<file path="src/rtl/estabiliza_andar_if.sv">
// Floor-stabiliser bus: detector samples and target requests in, confirmed floor and travel status out.
// Pure wiring, no latency; no backpressure (all inputs are one-cycle strobes).
// master drives the samples and requests; slave is the stabiliser.
interface estabiliza_andar_if;
  logic       pronto;
  logic [1:0] andar_in;
  logic [1:0] destino;
  logic       destino_valido;
  logic [1:0] andar_estavel;
  logic       estavel;
  logic       subindo;
  logic       descendo;
  logic       chegou;
  logic       ocupado;
  logic       erro_sensor;

  modport master (
    output pronto, andar_in, destino, destino_valido,
    input  andar_estavel, estavel, subindo, descendo, chegou, ocupado, erro_sensor
  );

  modport slave (
    input  pronto, andar_in, destino, destino_valido,
    output andar_estavel, estavel, subindo, descendo, chegou, ocupado, erro_sensor
  );
endinterface

</file>
<file path="src/rtl/estabiliza_andar.sv">
// Debounces floor samples into a confirmed floor and tracks travel to a target; ESTABILIZA_TIMEOUT_EN adds a sensor watchdog.
// Floor confirmed one edge after the CONFIRMA-th matching strobe; arrival flagged one cycle after confirmation.
// No backpressure: strobes are consumed on the cycle they arrive.
module estabiliza_andar #(
  parameter int CONFIRMA = 3,
  parameter int TIMEOUT  = 1000000
) (
  input logic          clock,
  input logic          reset,
  estabiliza_andar_if.slave bus
);

  if (CONFIRMA < 1 || CONFIRMA > 7 || TIMEOUT < 1) begin : g_bad_cfg
    $error("estabiliza_andar: CONFIRMA must be 1..7 and TIMEOUT at least 1");
  end

  typedef enum logic [1:0] {LIVRE, MOVENDO, CHEGADA} estado_t;

  localparam logic [2:0] CONF = 3'(CONFIRMA);

  estado_t    estado;
  estado_t    estado_nxt;
  logic [1:0] cand;
  logic [2:0] cnt;
  logic [2:0] cnt_nxt;
  logic [1:0] andar_estavel;
  logic       estavel;
  logic [1:0] alvo;
  logic       timeout_hit;
  logic       subindo;
  logic       descendo;
  logic       chegou;
  logic       ocupado;

`ifdef ESTABILIZA_TIMEOUT_EN
  localparam int WDW = $clog2(TIMEOUT + 1);
  localparam logic [WDW-1:0] WD_MAX = WDW'(TIMEOUT);
  localparam logic [WDW-1:0] WD_PRE = WDW'(TIMEOUT - 1);

  logic [WDW-1:0] wd;
  logic           erro;

  assign timeout_hit = !bus.pronto && (wd == WD_PRE);

  always_ff @(posedge clock) begin
    if (reset) begin
      wd   <= '0;
      erro <= 1'b0;
    end else if (bus.pronto) begin
      wd   <= '0;
      erro <= 1'b0;
    end else begin
      if (wd != WD_MAX) wd <= wd + 1'b1;
      if (timeout_hit) erro <= 1'b1;
    end
  end

  assign bus.erro_sensor = erro;
`else
  assign timeout_hit     = 1'b0;
  assign bus.erro_sensor = 1'b0;
`endif

  always_comb begin
    cnt_nxt = cnt;
    if (bus.andar_in == cand) begin
      if (cnt < CONF) cnt_nxt = cnt + 3'd1;
    end else begin
      cnt_nxt = 3'd1;
    end
  end

  // A timeout also empties the run counter so estavel needs a full fresh confirmation.
  always_ff @(posedge clock) begin
    if (reset) begin
      cand          <= 2'd0;
      cnt           <= 3'd0;
      andar_estavel <= 2'd0;
      estavel       <= 1'b0;
    end else if (bus.pronto) begin
      cand <= bus.andar_in;
      cnt  <= cnt_nxt;
      if (cnt_nxt == CONF) begin
        andar_estavel <= bus.andar_in;
        estavel       <= 1'b1;
      end
    end else if (timeout_hit) begin
      cnt     <= 3'd0;
      estavel <= 1'b0;
    end
  end

  always_ff @(posedge clock) begin
    if (reset) begin
      estado <= LIVRE;
      alvo   <= 2'd0;
    end else begin
      estado <= estado_nxt;
      if (bus.destino_valido) alvo <= bus.destino;
    end
  end

  always_comb begin
    estado_nxt = estado;
    subindo    = 1'b0;
    descendo   = 1'b0;
    chegou     = 1'b0;
    ocupado    = 1'b0;
    case (estado)
      LIVRE: begin
        if (bus.destino_valido) estado_nxt = MOVENDO;
      end
      MOVENDO: begin
        ocupado = 1'b1;
        if (estavel) begin
          subindo  = alvo > andar_estavel;
          descendo = alvo < andar_estavel;
        end
        // A fresh request wins over an arrival seen in the same cycle.
        if (bus.destino_valido)                         estado_nxt = MOVENDO;
        else if (estavel && (andar_estavel == alvo))    estado_nxt = CHEGADA;
      end
      CHEGADA: begin
        chegou     = 1'b1;
        estado_nxt = bus.destino_valido ? MOVENDO : LIVRE;
      end
      default: estado_nxt = LIVRE;
    endcase
  end

  assign bus.andar_estavel = andar_estavel;
  assign bus.estavel       = estavel;
  assign bus.subindo       = subindo;
  assign bus.descendo      = descendo;
  assign bus.chegou        = chegou;
  assign bus.ocupado       = ocupado;

endmodule
</file>
<file path="src/flat_wrapper.sv">
// flat-port wrapper written by rule: the top's interface ports become plain ports
module estabiliza_andar_flat 
#(
  parameter int CONFIRMA = 3,
  parameter int TIMEOUT  = 1000000
)
  (clock, reset, bus_pronto, bus_andar_in, bus_destino, bus_destino_valido, bus_andar_estavel, bus_estavel, bus_subindo, bus_descendo, bus_chegou, bus_ocupado, bus_erro_sensor);
  estabiliza_andar_if bus_i ();
  input logic clock;
  input logic reset;
  input wire logic [$bits(bus_i.pronto)-1:0] bus_pronto;
  input wire logic [$bits(bus_i.andar_in)-1:0] bus_andar_in;
  input wire logic [$bits(bus_i.destino)-1:0] bus_destino;
  input wire logic [$bits(bus_i.destino_valido)-1:0] bus_destino_valido;
  output wire logic [$bits(bus_i.andar_estavel)-1:0] bus_andar_estavel;
  output wire logic [$bits(bus_i.estavel)-1:0] bus_estavel;
  output wire logic [$bits(bus_i.subindo)-1:0] bus_subindo;
  output wire logic [$bits(bus_i.descendo)-1:0] bus_descendo;
  output wire logic [$bits(bus_i.chegou)-1:0] bus_chegou;
  output wire logic [$bits(bus_i.ocupado)-1:0] bus_ocupado;
  output wire logic [$bits(bus_i.erro_sensor)-1:0] bus_erro_sensor;
  assign bus_i.pronto = bus_pronto;
  assign bus_i.andar_in = bus_andar_in;
  assign bus_i.destino = bus_destino;
  assign bus_i.destino_valido = bus_destino_valido;
  assign bus_andar_estavel = bus_i.andar_estavel;
  assign bus_estavel = bus_i.estavel;
  assign bus_subindo = bus_i.subindo;
  assign bus_descendo = bus_i.descendo;
  assign bus_chegou = bus_i.chegou;
  assign bus_ocupado = bus_i.ocupado;
  assign bus_erro_sensor = bus_i.erro_sensor;
  estabiliza_andar #(.CONFIRMA(CONFIRMA), .TIMEOUT(TIMEOUT)) u_core (.clock(clock), .reset(reset), .bus(bus_i));
endmodule
</file>
<file path="config.mk">
export PLATFORM = sky130hd
export DESIGN_NAME = estabiliza_andar_flat
export DESIGN_NICKNAME = d
export VERILOG_FILES = /design/src/rtl/estabiliza_andar_if.sv /design/src/rtl/estabiliza_andar.sv /design/src/flat_wrapper.sv
export SDC_FILE = /design/constraint.sdc
export NUM_CORES = 1
export LEC_CHECK = 0
export ABC_CLOCK_PERIOD_IN_PS = 5200
export BUFFER_PORTS_ARGS = -buffer_cell sky130_fd_sc_hd__buf_2
export CAP_MARGIN = 10
export CORE_AREA = 4 4 41 43
export DETAILED_ROUTE_END_ITERATION = 10
export DIE_AREA = 0 0 45 47
export PLACE_DENSITY = 0.82
export SLEW_MARGIN = 20
export SYNTH_ARGS = -nofsm -noshare
export SYNTH_HDL_FRONTEND = slang
export SYNTH_SLANG_ARGS = --single-unit
</file>
<file path="constraint.sdc">
create_clock -name clock -period 5.2 [get_ports clock]
set_input_delay 0.52 -clock clock [delete_from_list [all_inputs] [get_ports clock]]
set_output_delay 0.52 -clock clock [all_outputs]
set_load 0.02 [all_outputs]
</file>
# Word level (Yosys, flattened, before mapping)
# Cells that the tools add are included.
# Widths: inputs -> output; s select.
# totals
rom_bits	0
out_inout_bits	8
elab_cells	34
input_bits	8
latch_bits	0
memories	0
ram_bits	0
reg_bits	12
# classes
addsub	1
div	0
order_cmp	3
eq_ne	7
muxes	13
bitwise	0
n_mul	0
reduce_logical	4
shifts	0
# ops
op	n
$mux 1	7
$mux 2	3
$mux 3	2
$pmux 2 s3	1
$eq 2x2->1	2
$reduce_and 2->1	2
$add 3x1->3 const B	1
$eq 3x2->1 const B	1
$lt 3x2->1 const B	1
$ne 3x2->1 const B	1
$eq 2x1->1 const B	1
$eq 2x2->1 const B	1
$gt 2x2->1	1
$logic_not 2->1	1
$lt 2x2->1	1
$ne 2x2->1 const B	1
$logic_and 1x1->1	1

# Longest topological paths before layout
# logic_depth
word_depth	5
mapped_depth	5
ltp_nobuf	5

# Least setup slack after synthesis
# Ideal clock, no wire load.
# synth_timing
kind	reg2out
startpoint	reg u_core.andar_estavel[1], in the netlist u_core.bus.andar_estavel[1]
endpoint	out bus_descendo
t_arrival_ns	1.410
path_buffers	0
path_stages_with_launch	5
slack_ns	3.270
cell_sequence	dfxtp_1 -> inv_1 -> ha_1 -> nor2b_1 -> nor3_1
# synth_via
elab_chain_len	3
# synth_lines
element	line	text
start: declaration	estabiliza_andar.sv:26	logic [1:0] andar_estavel;
start signal: assignment	estabiliza_andar.sv:84	andar_estavel <= bus.andar_in;
$lt 2x2->1	estabiliza_andar.sv:117	descendo = alvo < andar_estavel;
$mux 1	estabiliza_andar.sv:115	if (estavel) begin
$mux 1	estabiliza_andar.sv:109	case (estado)
end: declaration	flat_wrapper.sv:18	output wire logic [$bits(bus_i.descendo)-1:0] bus_descendo;
# No other way between the ends.

# Worst setup path in the final report
# layout_timing
startpoint	reg u_core.andar_estavel[1], in the netlist u_core.bus.andar_estavel[1]
endpoint	out bus_subindo
# layout_via
elab_chain_len	3
# layout_lines
element	line	text
$gt 2x2->1	estabiliza_andar.sv:116	subindo = alvo > andar_estavel;
$mux 1	estabiliza_andar.sv:115	
$mux 1	estabiliza_andar.sv:109	
end: declaration	flat_wrapper.sv:17	output wire logic [$bits(bus_i.subindo)-1:0] bus_subindo;
# No other way between the ends.

==> flow_summary.json <==
{
  "synthesis.area_sq_um": 639,
  "clock_sinks": 12,
  "stdcell_count": 99,
  "layout_commonest_cell": "buf_2",
  "ys_ff_latch": 12,
  "drv_cap": 0,
  "place_congestion": 0.731,
  "insertedDiodeCount": 0,
  "top_level_ports": 16,
  "drt-initial-drc-count": 5,
  "top_layer_used": "met4",
  "cp_slowest_cell": "dfxtp_1",
  "post_cts_resized": 0,
  "end_kind": "output pin",
  "drc": 0,
  "ys_warn_count": 0,
  "grt_overflow_total": 0,
  "met3_length_um": 47,
  "arrival_ns": 1.47,
  "cts_setup_buffers": 0,
  "critical_path.cell_chain": "inv_1 -> ha_1 -> nor2b_1 -> o21ai_0 -> nor2_1 -> buf_2",
  "whs_path_depth": 1,
  "synth_ff_type": "dfxtp_1",
  "report.final.slew_viol_count": 0,
  "die_h_um": 47,
  "synth.top_cell.area_share": 0.376,
  "wl_met1_um": 532,
  "leakagePower_nw": 0.322,
  "synth.area.top_cells": "dfxtp_1 38%, mux2i_1 9.4%, ha_1 5.9%",
  "p_per_area_mw_per_mm2": 267,
  "synth_edf_count": 0,
  "grt.total_usage": 0.132,
  "finalCritPeriodShare": 0.383,
  "antenna_found_initial": 0,
  "root_buffer": "clkbuf_4",
  "area_delta_synth_final_pct": 17.8,
  "initial_utilization": 0.491,
  "grt_pass1_wl_um": 2060,
  "final_util": 0.579,
  "fmax_ghz": 0.502,
  "num_vias": 498,
  "avgRoutedWirePerCell_um": 11.3,
  "h-tree-depth": 1,
  "fin_crit_ns": 1.99,
  "place_area_sq_um": 717,
  "worstSetupStartpointType": "register",
  "synth_area_per_cell_sq_um": 9.40,
  "postCtsHoldBufs": 0,
  "reg2regPathDepth": 4,
  "status": "finished, final reports clean",
  "ant_nets": 0,
  "peakVddDrop_mv": 0.260,
  "cp_slowest_stage_delay_ns": 0.36,
  "clk_latency_ns": 0.26,
  "drt-pass1-iter-count": 2,
  "fp.coreArea_sq_mm": 0.00130,
  "synth_top_cell_by_area": "dfxtp_1",
  "clock_skew_ns": 0.00254,
  "grt_max_degree": 15,
  "die_area_sq_mm": 0.00212,
  "cts_buffers": 3,
  "cts.clk_slew.worst_paths_ns": 0.08,
  "worst_hold_slack_ns": 0.462,
  "cp_max_fo": 3,
  "port-buffer-count": 14,
  "route.met2.wl_um": 505,
  "grt_setup_unrepaired": "false",
  "cts_tree": "built",
  "tns_ns": 0,
  "via_per_inst": 5.03,
  "drive_gt1_frac": 0.250,
  "cts_buffer_depth": 2,
  "crit_required_ns": 4.68,
  "worst-setup-path-type": "register to output pin",
  "dieWidth_um": 45,
  "synthCells": 68,
  "hold_viol_final": 0,
  "wirelength_um": 1120,
  "layout_common_cells": "14 x buf_2, 12 x dfxtp_1, 6 x mux2i_1, 6 x nand2b_1, 5 x nor2_1",
  "synth_cell_types": 27,
  "grt_pass1_vias": 504,
  "synth_fp_nets": 79,
  "rows": 13,
  "dp.cells": 95,
  "setup_violations": 0,
  "stdcell_area_sq_um": 753,
  "num-nets-final": 96,
  "hold_path_class": "register to register",
  "dp.final_hpwl_um": 880,
  "yosysSeqAreaShare": 0.376,
  "async_flop_share": 0
}
-- cells by family after synthesis --
family                     synth area share
and+or+nand+nor                       0.204
adders and majority gates            0.0587
other                               0.00587
muxes                                0.0939
xor gates and xnor gates             0.0548
buffers and inverters                0.0352
DFF                                   0.376
AOI/OAI and AO/OA                     0.172
-- area by class of cell --
type | instances | area [sq um]
well taps | 15 | 18.8
inverters | 3 | 11.3
repair buffers | 14 | 70.1
clock buffers | 4 | 36.3
fillers | 117 | 548
flip-flops and latches | 12 | 240
multi-input cells | 51 | 377
-- per-stage QoR --
step | worst slack (ns) | power, mW
5_1_grt | 3.07 | 0.213
4_1_cts | 3.21 | 0.204
3_5_place_dp | 3.43 | 0.132
2_1_floorplan | 3.27 | 0.124
3_3_place_gp | 3.48 | 0.131
6_report | 3.21 | 0.201
-- worst max-delay path, delay by kind of cell (launching register included) --
kind | cells | cell delay (ns)
simple gates | 2 | 0.20
compound gates | 1 | 0.14
flops | 1 | 0.36
buf+inv | 2 | 0.20
fa+ha+maj | 1 | 0.31
-- cell usage after synthesis (all sizes together) (2+ instances only) --
library cell / instances
dfxtp: 12
nor3: 2
ha: 3
nor2: 5
xor2: 2
xnor2: 2
a21oi: 3
o21ai: 2
nor2b: 3
nand2: 4
a31oi: 2
inv: 3
mux2i: 6
nand2b: 6
-- path summary, 6_finish.rpt --
kind | start | end | slack, ns
max | u_core.bus.andar_estavel[1]$_SDFFE_PP0P_ | bus_subindo | 3.21
min | u_core.estado[1]$_SDFFE_PP0P_ | u_core.estado[0]$_SDFFE_PP0P_ | 0.46
max reg2reg | u_core.cnt[0]$_SDFFE_PP0P_ | u_core.bus.andar_estavel[0]$_SDFFE_PP0P_ | 3.41
min reg2reg | u_core.estado[1]$_SDFFE_PP0P_ | u_core.estado[0]$_SDFFE_PP0P_ | 0.46
-- sequential cells by signal, indices dropped and copies added, names as in the netlist --
signal	count
u_core.alvo	2
u_core.bus.andar_estavel	2
u_core.bus.estavel	1
u_core.cand	2
u_core.cnt	3
u_core.estado	2
-- report_power, final --
part	internal [mW]	total (mW)	switching, mW	leakage (nW)
combinational	0.0138	0.0307	0.0169	0.203
clock	0.0424	0.0712	0.0288	0.0210
sequential	0.0957	0.0993	0.00361	0.0982
total	0.152	0.201	0.0493	0.322
-- routing by layer --
layer,vias to the layer above,track usage
li1,271,-
met1,213,0.171
met2,10,0.201
met3,4,0.0421
met4,0,0.0585
met5,-,0
No activity file was read; power rests on OpenSTA's default activity.
